[src/rtl/control_sequencer.sv]
`default_nettype none
// ============================================================================
// Module      : control_sequencer
// Description : Moore control unit stepping T0..T7/HALT and driving datapath
//               strobes from the current step and the decoded opcode.
// Revision    : 1.0 - initial release
// ============================================================================
module control_sequencer (
    input  logic        in_clk,
    input  logic        in_reset,
    input  logic [31:0] in_ir,
    input  logic        in_mem_done,
    output logic        out_gra,
    output logic        out_grb,
    output logic        out_grc,
    output logic        out_read,
    output logic        out_write,
    output logic        out_base_addr_read,
    output logic        out_pc_out,
    output logic        out_pc_in,
    output logic        out_inc_pc,
    output logic        out_mar_in,
    output logic        out_mdr_in,
    output logic        out_mdr_out,
    output logic        out_ir_in,
    output logic        out_y_in,
    output logic        out_z_in,
    output logic        out_z_lo_out,
    output logic        out_c_out,
    output logic        out_mem_read,
    output logic        out_mem_write,
    output logic [4:0]  out_alu_op,
    output logic        out_run
);

    localparam logic [3:0] C_T0   = 4'd0;
    localparam logic [3:0] C_T1   = 4'd1;
    localparam logic [3:0] C_T2   = 4'd2;
    localparam logic [3:0] C_T3   = 4'd3;
    localparam logic [3:0] C_T4   = 4'd4;
    localparam logic [3:0] C_T5   = 4'd5;
    localparam logic [3:0] C_T6   = 4'd6;
    localparam logic [3:0] C_T7   = 4'd7;
    localparam logic [3:0] C_HALT = 4'd8;

    localparam logic [4:0] C_OP_ADD = 5'b00011;

    logic [3:0] r_state;
    logic [3:0] w_next;
    logic       r_t1_waited;
    logic [4:0] w_op;
    logic       w_alu_r, w_alu_i, w_ld, w_ldi, w_st, w_jr, w_jal, w_halt, w_mem;
    logic       w_unused_ir;

    assign w_op        = in_ir[31:27];
    assign w_unused_ir = ^in_ir[26:0];

    assign w_alu_r = (w_op >= 5'd3) && (w_op <= 5'd11);
    assign w_alu_i = (w_op >= 5'd12) && (w_op <= 5'd14);
    assign w_ld    = (w_op == 5'b00000);
    assign w_ldi   = (w_op == 5'b00001);
    assign w_st    = (w_op == 5'b00010);
    assign w_jr    = (w_op == 5'b10011);
    assign w_jal   = (w_op == 5'b10100);
    assign w_halt  = (w_op == 5'b11010);
    assign w_mem   = w_ld | w_ldi | w_st;

    // r_t1_waited suppresses pc_in after the first cycle of a stalled fetch
    always_ff @(posedge in_clk) begin
        if (in_reset) begin
            r_state     <= C_T0;
            r_t1_waited <= 1'b0;
        end else begin
            r_state     <= w_next;
            r_t1_waited <= (r_state == C_T1) && !in_mem_done;
        end
    end

    always_comb begin
        w_next = r_state;
        case (r_state)
            C_T0: w_next = C_T1;
            C_T1: w_next = in_mem_done ? C_T2 : C_T1;
            C_T2: w_next = C_T3;
            C_T3: begin
                if (w_halt)
                    w_next = C_HALT;
                else if (w_alu_r || w_alu_i || w_mem || w_jal)
                    w_next = C_T4;
                else
                    w_next = C_T0;
            end
            C_T4: w_next = w_jal ? C_T0 : C_T5;
            C_T5: w_next = (w_ld || w_st) ? C_T6 : C_T0;
            C_T6: begin
                if (w_ld)
                    w_next = in_mem_done ? C_T7 : C_T6;
                else if (w_st)
                    w_next = C_T7;
                else
                    w_next = C_T0;
            end
            C_T7: w_next = (w_st && !in_mem_done) ? C_T7 : C_T0;
            C_HALT: w_next = C_HALT;
            default: w_next = C_T0;
        endcase
    end

    always_comb begin
        out_gra            = 1'b0;
        out_grb            = 1'b0;
        out_grc            = 1'b0;
        out_read           = 1'b0;
        out_write          = 1'b0;
        out_base_addr_read = 1'b0;
        out_pc_out         = 1'b0;
        out_pc_in          = 1'b0;
        out_inc_pc         = 1'b0;
        out_mar_in         = 1'b0;
        out_mdr_in         = 1'b0;
        out_mdr_out        = 1'b0;
        out_ir_in          = 1'b0;
        out_y_in           = 1'b0;
        out_z_in           = 1'b0;
        out_z_lo_out       = 1'b0;
        out_c_out          = 1'b0;
        out_mem_read       = 1'b0;
        out_mem_write      = 1'b0;
        out_alu_op         = 5'b00000;
        out_run            = (r_state != C_HALT);
        case (r_state)
            C_T0: begin
                out_pc_out = 1'b1;
                out_mar_in = 1'b1;
                out_inc_pc = 1'b1;
                out_z_in   = 1'b1;
            end
            C_T1: begin
                out_z_lo_out = 1'b1;
                out_pc_in    = !r_t1_waited;
                out_mem_read = 1'b1;
                out_mdr_in   = 1'b1;
            end
            C_T2: begin
                out_mdr_out = 1'b1;
                out_ir_in   = 1'b1;
            end
            C_T3: begin
                if (w_alu_r || w_alu_i) begin
                    out_grb  = 1'b1;
                    out_read = 1'b1;
                    out_y_in = 1'b1;
                end else if (w_mem) begin
                    out_grb            = 1'b1;
                    out_base_addr_read = 1'b1;
                    out_y_in           = 1'b1;
                end else if (w_jr) begin
                    out_gra   = 1'b1;
                    out_read  = 1'b1;
                    out_pc_in = 1'b1;
                end else if (w_jal) begin
                    // select stage maps grb together with jal onto R15
                    out_pc_out = 1'b1;
                    out_grb    = 1'b1;
                    out_write  = 1'b1;
                end
            end
            C_T4: begin
                if (w_alu_r) begin
                    out_grc    = 1'b1;
                    out_read   = 1'b1;
                    out_z_in   = 1'b1;
                    out_alu_op = w_op;
                end else if (w_alu_i) begin
                    out_c_out  = 1'b1;
                    out_z_in   = 1'b1;
                    out_alu_op = w_op;
                end else if (w_mem) begin
                    out_c_out  = 1'b1;
                    out_z_in   = 1'b1;
                    out_alu_op = C_OP_ADD;
                end else if (w_jal) begin
                    out_gra   = 1'b1;
                    out_read  = 1'b1;
                    out_pc_in = 1'b1;
                end
            end
            C_T5: begin
                if (w_alu_r || w_alu_i || w_ldi) begin
                    out_z_lo_out = 1'b1;
                    out_gra      = 1'b1;
                    out_write    = 1'b1;
                end else if (w_ld || w_st) begin
                    out_z_lo_out = 1'b1;
                    out_mar_in   = 1'b1;
                end
            end
            C_T6: begin
                if (w_ld) begin
                    out_mem_read = 1'b1;
                    out_mdr_in   = 1'b1;
                end else if (w_st) begin
                    out_gra    = 1'b1;
                    out_read   = 1'b1;
                    out_mdr_in = 1'b1;
                end
            end
            C_T7: begin
                if (w_ld) begin
                    out_mdr_out = 1'b1;
                    out_gra     = 1'b1;
                    out_write   = 1'b1;
                end else if (w_st) begin
                    out_mem_write = 1'b1;
                end
            end
            default: ;
        endcase
    end

endmodule
`default_nettype wire

[config.mk]
export PLATFORM = sky130hd
export DESIGN_NAME = control_sequencer
export DESIGN_NICKNAME = d
export VERILOG_FILES = /design/src/rtl/control_sequencer.sv
export SDC_FILE = /design/constraint.sdc
export NUM_CORES = 1
export LEC_CHECK = 0
export CAP_MARGIN = 20
export CORE_MARGIN = 4
export CORE_UTILIZATION = 31
export DETAILED_ROUTE_END_ITERATION = 8
export GPL_TIMING_DRIVEN = 1
export PLACE_DENSITY_LB_ADDON = 0.2
export RECOVER_POWER = 100
export SLEW_MARGIN = 15
export SYNTH_ARGS = -nofsm -noshare
export SYNTH_HDL_FRONTEND = slang
export SYNTH_SLANG_ARGS = --single-unit
[constraint.sdc]
create_clock -name in_clk -period 2.2 [get_ports in_clk]
set_clock_uncertainty 0.1 [all_clocks]
set_input_delay 0.44 -clock in_clk [delete_from_list [all_inputs] [get_ports in_clk]]
set_output_delay 0.44 -clock in_clk [all_outputs]
set_load 0.1 [all_outputs]
After elaboration in Yosys (flattened, before gate mapping)
Index checks and enable logic that the tools add are counted.
- register bits after elaboration: 5
- latch bits: 0
- bits in writable memories: 0
- memory bits (read-only): 0
- input port bits: 35
- output and inout port bits: 25
- logic and storage cells: 97
- memories kept: 0
- $add $sub $neg: 0
- multipliers: 0
- divide/modulo/power cells: 0
- $lt $le $gt $ge: 4
- equal/unequal tests: 14
- shift-type cells: 0
- multiplexer cells: 62
- bitwise logic cells: 2
- reduce and logical (&&, ||, !) cells: 13
- operator list (operator ; number):
    two-way mux 1 bit ; 38
    case mux 4 bit (9 select lines) ; 1
    two-way mux 3 bit ; 6
    equality test 4 x 3 -> 1 bit, second input constant ; 4
    equality test 5 bit, second input constant ; 3
    two-way mux 5 bit ; 3
    case mux 1 bit (2 select lines) ; 7
    <= comparator 5 x 4 -> 1 bit, second input constant ; 2
    case mux 1 bit (3 select lines) ; 3
    equality test 4 x 2 -> 1 bit, second input constant ; 2
    equality test 5 x 1 -> 1 bit, second input constant ; 1
    equality test 5 x 2 -> 1 bit, second input constant ; 1
    >= comparator 5 x 2 -> 1 bit, second input constant ; 1
    >= comparator 5 x 4 -> 1 bit, second input constant ; 1
    logical NOT 5 bit ; 1
    logical OR 1 bit ; 5
    case mux 1 bit (5 select lines) ; 1
    equality test 4 x 1 -> 1 bit, second input constant ; 1
    equality test 4 bit, second input constant ; 1
    logical AND 1 bit ; 4
    logical NOT 4 bit ; 1
    two-way mux 2 bit ; 2
    two-way mux 4 bit ; 1
    inequality test 4 bit, second input constant ; 1
    2 further kinds ; 4

Longest topological paths before layout
Gate-level depths: netlist of run 1.
- depth in word-level cells: 8
- gate-level depth with buffers: 5
- depth with buffers taken out: 4

Worst setup path before layout of run 1
Ideal clock, no wire load.
- kind: register to output
- start: register r_state[2]
- end: output port out_base_addr_read
- arrival time: 3.754 ns
- data required time: 1.660 ns
- path slack: -2.094 ns
- cell stages (with the launch flop): 5
- path buffers: 1
- cells stage by stage: dfxtp_1 -> buf_2 -> nor2_1 -> nand3_1 -> nor4_1
- word-level cells in the longest chain between the ends: 2
- ends and longest elaborated chain (item ; RTL line ; source):
    start, declared ; 48 ; logic [3:0] r_state;
    start signal, assigned ; 74 ; r_state <= w_next;
    equality test 4 x 2 -> 1 bit ; 131 ; case (r_state)
    two-way mux 1 bit ; 131 ;
    end, declared ; 18 ; output logic out_base_addr_read,
No other way between the ends.

Worst setup path after layout of run 1
- start: register r_state[3]
- end: output port out_mdr_out
- word-level cells in the longest chain between the ends: 2
- elaborated cells between the ends (all ways): 3
- those cells by class: eq/ne (2); mux (1)
- ends and longest elaborated chain (item ; RTL line ; source):
    equality test 4 x 3 -> 1 bit or equality test 4 x 2 -> 1 bit (tied branches) ; 131 ;
    case mux 1 bit (2 select lines) * ; 131 ;
    end, declared ; 24 ; output logic out_mdr_out,
Mark *: on every way between the ends. The rest lies on a longest branch, timed or not.

==> summary.txt, run 1 <==
Route
  • Average routed wire per standard cell: 26.17 microns
  • Via count: 1252
  • Number of remaining DRC errors: 0
  • Iteration-0 DRC Markers: 68
  • Final ANT Viol Nets: 0
  • Total Routed Length: 5156 microns
  • Drt pass-1 iters: 4
  • Vias/cell: 6.355

Final layout
  • Multi-input logic area: 862.1 sq um
  • Final Cell Area: 1912 sq um
  • Layout filler cell count: 53
  • Area delta synth->final: 174.3%
  • Storage cell area: 107.6 sq um
  • Commonest cells after routing, fill and taps aside: 29 x buf_4, 23 x buf_12, 9 x buf_6, 8 x nand2_1, 7 x nor2_4
  • # nets final: 206
  • Share of cells above drive strength 1: 70.00%
  • N_diodes: 0
  • Final core utilization: 93.63%
  • Commonest non-fill, non-tap cell in the layout: buf_4

Pwr
  • VDD IR max: 0.0004200 V
  • Leak: 0.7185 nW
  • Comb pwr share: 68.6%
  • Psw: 0.0003835 W
  • Switching portion of total power: 52.76%
  • Pwr dens: 380.2 nW/um^2
  • Power Internal: 0.0003434 W
  • Clk pwr share: 16.5%
  • Sequential Power Share: 14.9%

GRT
  • Largest net degree at the start of global routing: 13
  • Tot GR Track Use: 27.31%
  • Number of global-route vias before repair: 1236
  • Total congestion overflow: 0
  • First-pass GRT wire length: 6582 microns
  • Initial antenna violation count: 0

Synthesis
  • FF+latch count, synth: 5
  • Cells after synthesis: 108
  • Async set-reset flop share out of synthesis: 0%
  • Main synth FF type: dfxtp_1
  • Synthesized net count: 143
  • Post-Syn Area: 696.9 sq um
  • Synthesized area per cell: 6.453 sq um
  • YS warnings: 0
  • EDFF count, synth: 0
  • Part of the Yosys area used for sequential elements: 14.36%
  • Distinct cells, synth: 39

Die
  • Die width: 55.42 microns
  • Initial core utilization: 34.13%
  • Die area: 3071 sq um
  • Row cnt: 16
  • Placeable Area: 2042 sq um
  • DIE HEIGHT: 55.42 microns
  • IO Pins: 60

Min path
  • HP Class: primary input to flop

Placed design
  • HPWL after detailed placement: 2445 microns
  • Placed Instance Area: 1605 sq um
  • Port buffer count: 31
  • Final weighted congestion in routability-driven placement: 0.8378
  • DP Worst Slack: -0.6386 ns

Setup path
  • CP max FO: 5
  • Data arrival time of the worst path: 1.85 ns
  • Worst setup path category: flop to output port
  • CP startpoint kind: flop
  • Setup crit end kind: output port
  • Worst path required time: 1.66 ns

Timing
  • Peak Freq: 418.6 MHz
  • Setup ws final: -0.1888 ns
  • Slew Limit Fails: 0
  • RSZ-0062 raised after global routing: true
  • Fin. Hold Viols: 0
  • TNS Setup: -1.169 ns
  • # setup viols final: 15
  • Min cycle time layout: 2.389 ns
  • Crit share post-route: 108.6%

Clocking
  • Clock Pin Slew Worst Setup and Hold Paths: 0.05 ns
  • Clk root buf: clkbuf_4
  • TritonCTS Buffers: 3
  • Clock latency on the worst-skew pair: 0.26 ns
  • Clock sinks: 5
  • H-tree lvl count: 1
  • Max Root-Sink Buffers: 2
  • CTS tree: built

Run status
  • Failing checks: setup timing
  • Outcome: finished with violations

Flow run
  • Max-cap viol count: 0
-- cells in the mapped netlist, types with 2 or more instances --
| master | instances | area share [%] |
|---|---|---|
| buf_6 | 2 | 3.2 |
| nor3_1 | 4 | 2.9 |
| a311oi_1 | 2 | 2.5 |
| a21oi_1 | 7 | 5.0 |
| o211ai_1 | 2 | 2.2 |
| nor2b_1 | 3 | 2.7 |
| a31oi_1 | 3 | 2.7 |
| o21ai_0 | 9 | 6.5 |
| buf_2 | 5 | 3.6 |
| dfxtp_1 | 5 | 14 |
| o221ai_1 | 2 | 2.5 |
| inv_1 | 6 | 3.2 |
| nor2_1 | 15 | 8.1 |
| nand3_1 | 5 | 3.6 |
| a211oi_1 | 2 | 2.2 |
| o21bai_1 | 2 | 2.2 |
| nand2_1 | 12 | 6.5 |
-- logic make-up after synthesis --
logic type      share of synthesized area [%]
simple gates                            40.40
compound gates                          31.24
buf+inv                                 12.21
flops                                   14.36
xor+xnor                                1.257
other cells                            0.5381
-- routing by layer --
metal / vias up / global-route usage, % / part of all wire, %
li1: 509 / - / -
met1: 582 / 31.02 / 35
met2: 123 / 46.45 / 49
met3: 38 / 4.662 / 8.6
met4: 0 / 17.71 / 7.1
met5: - / 0 / 0
-- repair_timing --
| item | CTS | global route |
|---|---|---|
| hold endpoints to repair | 0 | 0 |
| setup buffers | 5 | 1 |
| hold buffers | 0 | 0 |
| gates resized for setup | 47 | 36 |
| endpoints found under the setup margin | 21 | 21 |
| gates cloned | 0 | 0 |
| pin swaps | 13 | 11 |
-- stage by stage --
step	hold slack (ns)	std cells	power, W
finish	0.6117	197	0.0007269
global route	0.6173	197	0.0007448
CTS	0.5303	196	0.0006618
detailed placement	0.5483	187	0.0005352
global placement	0.5286	187	0.0005272
floorplan	0.4168	108	0.0003735
-- area by class of cell --
type | instances | area share [%]
Timing Repair Buffer | 67 | 44.44
Sequential cell | 5 | 5.628
Inverter | 7 | 1.702
Tap cell | 27 | 1.767
Clock buffer | 4 | 1.374
Multi-Input combinational cell | 87 | 45.09
-- critical path, cell delays in order (launching register included) --
cell	delay, ns
dfxtp_2	0.34
nand2b_4	0.18
nor4_4	0.27
buf_4	0.21
buf_6	0.13
a31oi_2	0.12
nor2b_4	0.15
buf_12	0.18
-- final timing paths --
path / start / end / slack (ns) / depth (start not counted)
worst min register to register: r_state[0] / r_state[2] / 0.62 / 3
worst max register to register: r_state[3] / r_state[2] / 0.46 / 7
worst min-delay path: in_ir[29] / r_state[3] / 0.61 / 5
worst max-delay path: r_state[3] / out_mdr_out / -0.19 / 7
-- sequential cells by signal, summed over array words and instances, names as in the netlist --
signal and count:
r_t1_waited 1, r_state 4
-- power groups by stage --
stage               Combinational (W)  Sequential (W)  Clock, W
finish                       0.000498        0.000109  0.000120
global route                 0.000511        0.000109  0.000125
CTS                          0.000451        0.000103  0.000108
detailed placement           0.000431        0.000104         0
global placement             0.000424        0.000103         0
floorplan                    0.000275       0.0000989         0
Note: power is estimated with default switching activity, not from simulation.
==> inputs of run 2 (changes only) <==
Settings changed: GPL_TIMING_DRIVEN 1 to unset, PLACE_DENSITY set to 0.81, PLACE_DENSITY_LB_ADDON 0.2 to unset.
==> run 2 against run 1 <==
  * The flow now stops in 5_1_grt
  * Area after synthesis did not move
  * Synthesized cell count did not move
==> summary.txt, run 2 <==
Placed design
  • Final weighted congestion in routability-driven placement: 0.8829 (was 0.8378)
  • Port buffer count: 31 (unchanged)
  • HPWL after detailed placement: 2670 microns (was 2445 microns)

Synthesis
  • Synth Area in Simple Gates: 40.39% (unchanged)
  • Distinct cells, synth: 39 (unchanged)
  • Synth Area in Compound Gates: 31.24% (unchanged)
  • Xor/xnor share of the synthesized area: 1.257% (unchanged)
  • Commonest cells post-synth: 15 x nor2_1, 12 x nand2_1, 9 x o21ai_0 (unchanged)
  • Cells after synthesis: 108 (unchanged)
  • Count leader, synth: nor2_1 (unchanged)
  • Async set-reset flop share out of synthesis: 0% (unchanged)
  • EDFF count, synth: 0 (unchanged)
  • Synthesized area per cell: 6.453 sq um (unchanged)
  • Multiplexer share of the synthesized area: 0% (unchanged)
  • Post-synth top area cell: dfxtp_1 (unchanged)
  • Synthesized net count: 143 (unchanged)
  • Synth Area in Adders: 0% (unchanged)
  • Main combinational cell family by area after synthesis: simple AND/OR/NAND/NOR gates (unchanged)
  • Area contributors post-synth: dfxtp_1 14%, nor2_1 8.1%, o21ai_0 6.5% (unchanged)
  • Part of the Yosys area used for sequential elements: 14.36% (unchanged)
  • Post-Syn Area: 696.9 sq um (unchanged)
  • YS warnings: 0 (unchanged)
  • FF+latch count, synth: 5 (unchanged)
  • Main synth FF type: dfxtp_1 (unchanged)
  • Post-synth top area share: 14.36% (unchanged)

Timing
  • Post-GRT worst EP: out_gra
  • Worst EP kind: output port

Run status
  • Last stage: 5_1_grt
  • Error msg: [ERROR DPL-0033] detailed placement checks failed during check placement.
  • Outcome: aborted with a tool error (was finished with violations)

Die
  • DIE HEIGHT: 55.42 microns (unchanged)
  • Initial core utilization: 34.13% (unchanged)
  • Row cnt: 16 (unchanged)
  • Die width: 55.42 microns (unchanged)
  • IO Pins: 60 (unchanged)

Clocking
  • Cts hold-fix bufs: 0 (unchanged)
  • H-tree lvl count: 1 (unchanged)
  • Clock sinks: 5 (unchanged)
  • Clk root buf: clkbuf_4 (unchanged)
  • Max Root-Sink Buffers: 2 (unchanged)
  • TritonCTS Buffers: 3 (unchanged)

GRT
  • Largest net degree at the start of global routing: 9
  • Initial antenna violation count: 0
==> run 2: logic make-up after synthesis <==
family | Yosys count
xor gates and xnor gates | 1
and+or+nand+nor | 51
buffers and inverters | 16
DFF | 5
AOI/OAI and AO/OA | 34
other | 1
==> run 2: metrics by stage <==
step                TNS [ns]  instances  setup slack [ns]  instance area, sq um
floorplan             -7.902        108            -1.067                 858.3
global placement      -6.816        190           -0.4976                  1628
detailed placement    -7.924        190           -0.5344                  1628
CTS                  -0.5044        201           -0.1232                  1871
==> run 2: repair_timing <==
action                     CTS
setup endpoints to repair   21
resized for setup           67
setup buffers                8
pin swaps                   15
==> inputs of run 3 (changes only) <==
Settings changed: CORE_AREA set to 4 4 65 67, CORE_MARGIN 4 to unset, CORE_UTILIZATION 31 to unset, DIE_AREA set to 0 0 69 71, PLACE_DENSITY 0.81 to unset, PLACE_DENSITY_LB_ADDON set to 0.15.
==> run 3 against run 2 <==
  * The flow now finishes, with violations (setup timing)
==> summary.txt, run 3 (synthesis gave the netlist of run 1 again) <==
Run status
  • Outcome: finished with violations (was aborted with a tool error)
  • Failing checks: setup timing

Clocking
  • Clock sinks: 5 (unchanged)
  • H-tree lvl count: 1 (unchanged)
  • Cts hold-fix bufs: 0 (unchanged)
  • Max Root-Sink Buffers: 2 (unchanged)
  • Clock latency on the worst-skew pair: 0.22 ns
  • CTS tree: built
  • Clock Pin Slew Worst Setup and Hold Paths: 0.04 ns
  • Clk root buf: clkbuf_8 (was clkbuf_4)
  • TritonCTS Buffers: 3 (unchanged)

Setup path
  • Data arrival time of the worst path: 1.69 ns
  • Worst path required time: 1.66 ns
  • Worst r2r path cells: 6
  • Setup crit end kind: output port
  • Capture point of the worst reg-to-reg path: r_state[2]
  • R2r setup slk: 0.68 ns
  • CP startpoint kind: primary input
  • Start of the worst register-to-register path: r_state[3]
  • Worst setup path category: primary input to output port
  • CP max FO: 4

Timing
  • Min cycle time layout: 2.228 ns
  • Crit share post-route: 101.3%
  • Fin. Hold Viols: 0
  • Hold WS: 0.5365 ns
  • # setup viols final: 2
  • RSZ-0062 raised after global routing: true
  • Peak Freq: 448.8 MHz
  • Slew Limit Fails: 0
  • Setup ws final: -0.02815 ns

Die
  • Die width: 69 microns (was 55.42 microns)
  • Initial core utilization: 19.18% (was 34.13%)
  • Die area: 4899 sq um
  • Row cnt: 22 (was 16)
  • Placeable Area: 3633 sq um
  • IO Pins: 60 (unchanged)
  • DIE HEIGHT: 71 microns (was 55.42 microns)

Pwr
  • VDD IR max: 0.0003051 V
  • Leak: 0.6810 nW
  • Final Power: 0.0007057 W
  • Pwr dens: 396.9 nW/um^2

Route
  • Drt pass-1 iters: 4
  • Via count: 991
  • Number of remaining DRC errors: 0
  • Final ANT Viol Nets: 0
  • Post-Route M1 WL: 1308 microns
  • Total Routed Length: 2826 microns
  • WL met2: 1406 microns
  • Top Layer Used: met4
  • Average routed wire per standard cell: 12.96 microns
  • Vias/cell: 4.546
  • Met3 WL: 84 microns
  • Iteration-0 DRC Markers: 22

Placed design
  • Placed Instance Area: 1674 sq um (was 1628 sq um)
  • Final weighted congestion in routability-driven placement: 0.8628 (was 0.8829)
  • DP Worst Slack: -0.4997 ns (was -0.5344 ns)
  • Port buffer count: 31 (unchanged)
  • HPWL after detailed placement: 2257 microns (was 2670 microns)

Final layout
  • Area delta synth->final: 155.1%
  • Largest Register: r_state
  • N_diodes: 0
  • Storage cell area: 102.6 sq um
  • Final Cell Area: 1778 sq um
  • Commonest cells after routing, fill and taps aside: 34 x buf_4, 20 x buf_12, 9 x nor2_1, 8 x nand2_1, 7 x buf_6
  • Top flop regs: r_state x4, r_t1_waited x1
  • Multi-input logic area: 750.7 sq um
  • Final core utilization: 48.93%
  • Max reg flops: 4
  • Commonest non-fill, non-tap cell in the layout: buf_4
  • Layout filler cell count: 360
  • Share of cells above drive strength 1: 64.12%
  • # nets final: 206

Min path
  • Hold_sp: r_state[1]
  • Hold Path Depth: 2
  • HP Class: flop to flop
  • Hold path endpoint: r_state[0]

GRT
  • First-pass GRT wire length: 4871 microns
  • Number of global-route vias before repair: 1021
  • Largest net degree at the start of global routing: 17
  • Total congestion overflow: 0
  • Tot GR Track Use: 11.72%
  • Initial antenna violation count: 0

Flow run
  • Max-cap viol count: 0
## run 3: final cells by class
type                    count  area share, %
clock buffers               4          2.533
inverters                   7          1.689
multi-input cells          87          42.22
flip-flops and latches      5          5.771
well taps                  48          3.378
repair buffers             67          44.41
## run 3: where the power goes
group | switching, W | total, W | internal (W) | leakage, nW
Sequential | 0.00000657 | 0.000102 | 0.0000958 | 0.0418
Combinational | 0.000280 | 0.000437 | 0.000157 | 0.616
Clock | 0.0000425 | 0.000167 | 0.000124 | 0.0228
Total | 0.000329 | 0.000706 | 0.000377 | 0.681
## run 3: per-stage QoR
step / cells / setup TNS, ns
after global routing: 218 / -0.7430
final: 218 / -0.02991
after CTS: 218 / -0.04086
after floorplan: 108 / -7.902
after global placement: 212 / -7.296
after detailed placement: 212 / -7.284
## run 3: timing repair
item | in CTS | in global routing
resized for setup | 51 | 5
buffers inserted | 2 | 0
gates cloned | 0 | 0
endpoints found under the setup margin | 21 | 17
pin swaps | 9 | 5
## run 3: how the worst max path moves through the flow
stage	from	end	slack, ns	cells after the start
6_report	in_ir[28]	out_gra	-0.03	6
5_1_grt	in_ir[29]	out_gra	-0.1	7
4_1_cts	in_ir[29]	out_gra	-0.04	7
3_5_place_dp	in_ir[31]	out_gra	-0.50	6
3_3_place_gp	in_ir[31]	out_gra	-0.50	6
2_1_floorplan	in_ir[29]	out_gra	-1.07	5
## run 3: worst max-delay path, cell delays in order
cell,delay (ns)
buf_4,0.14
nand2_4,0.07
o21bai_4,0.07
or4b_4,0.58
o211ai_1,0.17
buf_12,0.22
## run 3: metal layers
metal  vias up  GRT usage, %
li1        510             -
met2        20         19.17
met5         -             0
met1       459         15.82
met3         2         1.847
met4         0         3.471
==> inputs of run 4 (changes only) <==
Settings changed: SLEW_MARGIN 15 to unset.
==> results of run 4 <==
The final DEF is identical to that of run 3; final timing and power are the same.
==> patch, RTL diff (config.mk and constraints of run 3) <==
Register the output `out_base_addr_read`, cleared by the reset; this adds one clock of latency there. The other outputs are not delayed to match.
--- a/src/rtl/control_sequencer.sv
+++ b/src/rtl/control_sequencer.sv
@@ -46,4 +46,6 @@
     localparam logic [4:0] C_OP_ADD = 5'b00011;
 
+    logic out_base_addr_read_d;
+
     logic [3:0] r_state;
     logic [3:0] w_next;
@@ -113,5 +115,5 @@
         out_read           = 1'b0;
         out_write          = 1'b0;
-        out_base_addr_read = 1'b0;
+        out_base_addr_read_d = 1'b0;
         out_pc_out         = 1'b0;
         out_pc_in          = 1'b0;
@@ -153,5 +155,5 @@
                 end else if (w_mem) begin
                     out_grb            = 1'b1;
-                    out_base_addr_read = 1'b1;
+                    out_base_addr_read_d = 1'b1;
                     out_y_in           = 1'b1;
                 end else if (w_jr) begin
@@ -219,4 +221,12 @@
     end
 
+    always_ff @(posedge in_clk) begin
+        if (in_reset) begin
+            out_base_addr_read <= '0;
+        end else begin
+            out_base_addr_read <= out_base_addr_read_d;
+        end
+    end
+
 endmodule
 `default_nettype wire
Formal check against the unedited RTL: not equivalent (a bounded check fails within 4 cycles, from zero or initial values and one cycle with in_reset high).
==> patch against run 3 <==
- the flow still finishes with violations (setup timing)
- worst setup slack got worse by 0.088 ns
- power rose by 0.32%
- design area rose by 0.70%
- non-clock buffer count fell by 1
- sequential cell count rose by 1
- routed wire length rose by 6.5%
- synthesized cell count rose by 2.8%
- first-iteration DRC count rose by 120%
- area after synthesis rose by 9.7%
==> patch: results <==
group,metric,value,unit
finish,fill_cells,352,
drt,wl,3010,um
synthesis,synth_fp_nets,146,
synthesis,synth.distinct_cells,42,
worst_hold_path,min_from,"in_ir[30]",
placement,post-dp-hpwl,2370,um
grt,antenna_found_initial,0,
timing,fin_hold_ws,0.537,ns
critical_path,regToRegSetupSlack,0.40,ns
run_status,status,"complete, but fails checks",
run_status,violations,"setup timing",
drt,dr_total_vias,1050,
timing,setup_tns,-0.467,ns
critical_path,slowest_stage,"or4_4",
worst_hold_path,hold_end,"r_state[3]",
drt,firstDrtPassIters,4,
timing,setup_viol,6,
critical_path,r2r-start,"r_state[0]",
worst_hold_path,worstHoldPathType,"in2reg",
power_and_ir_drop,p_leak,0.724,nW
grt,grt_pass1_vias,1124,
clocking,clk_latency,0.22,ns
timing,worst_slack,-0.116,ns
critical_path,critPathArrivalTime,1.78,ns
placement,placement.setup.worst_slack,-0.544,ns
synthesis,synth_area_leaders,"dfxtp_1 16%, nand2_1 6.4%, nor2_1 5.9%, o21bai_1 3.9%, a31oi_1 3.3%",
critical_path,reg2reg_depth,8,
placement,place_area,1680,sq um
synthesis,yosysSeqAreaShare,15.7,%
finish,drive_gt1_share,63.3,%
placement,place.gp.congestion,0.881,
finish,largestRegisters,"r_state x4, out_base_addr_read x1, r_t1_waited x1",
drt,drt-initial-drc-count,49,
grt,grt_max_degree,13,
power_and_ir_drop,ir_drop,155,uV
synthesis,ys_top_cells_by_count,"13 x nand2_1, 12 x nor2_1, 6 x dfxtp_1",
finish,stdcell_count,217,
timing,slew_headroom,64.3,%
worst_hold_path,holdPathStages,4,
critical_path,critPathMaxStageDelay,0.56,ns
placement,dp_cells,206,
grt,grt_pass1_wl,5330,um
grt,track_usage,13.0,%
synthesis,avgSynthCellArea,6.89,sq um
-- patch: cell types whose count changed after synthesis, sizes merged, moves of 3 or more --
| cell | delta |
|---|---|
| or3 | +3 |
| nor2 | -3 |
| a21oi | -4 |
| o21ai | -3 |
-- patch: report_power, final --
part | switching, mW | internal, mW | total [mW]
sequential | 0.00278 | 0.114 | 0.117
combinational | 0.277 | 0.148 | 0.425
clock | 0.0483 | 0.118 | 0.166
total | 0.329 | 0.379 | 0.708
-- patch: final cells by class --
type                    instances  area [sq um]  share of cell area [%]
inverters                       5          18.8                    1.05
repair buffers                 66           716                    40.0
flip-flops and latches          6           121                    6.78
multi-input cells              89           833                    46.5
well taps                      48          60.1                    3.35
clock buffers                   3          41.3                    2.31
-- patch: worst min-delay path: cells and delay by family --
kind,cells,cell delay [ns]
buf+inv,2,0.22
compound gates,1,0.08
simple gates,1,0.07
-- patch: routing by layer --
metal	track usage (%)	share of wire, %
met5	0	0
met2	22.9	52
met4	3.69	0.80
met1	15.8	41
met3	3.27	6.0
-- patch: worst max-delay path by stage --
stage                   start       endpoint  slack (ns)  cells after the start
floorplan           in_ir[29]        out_gra       -0.48                      5
global placement    in_ir[27]        out_gra       -0.51                      7
detailed placement  in_ir[29]  out_mem_write       -0.54                      8
CTS                 in_ir[29]        out_gra       -0.16                      6
global route        in_ir[29]        out_gra       -0.18                      6
finish              in_ir[29]    out_mdr_out       -0.12                      7
-- patch: kinds of logic (layout without fill, tap and decap cells) --
family	count (synthesis)	count (layout)	synth area share, %
simple gates	59	59	47.1
xor+xnor	1	1	1.15
buf+inv	16	74	10.6
compound gates	28	28	24.9
flops	6	6	15.7
other cells	1	1	0.491
-- patch: timing repair --
item	4_1_cts	5_1_grt
setup endpoints to repair	23	14
pin swaps	14	11
gates resized for setup	45	5
setup buffers	7	2
hold buffers	0	0
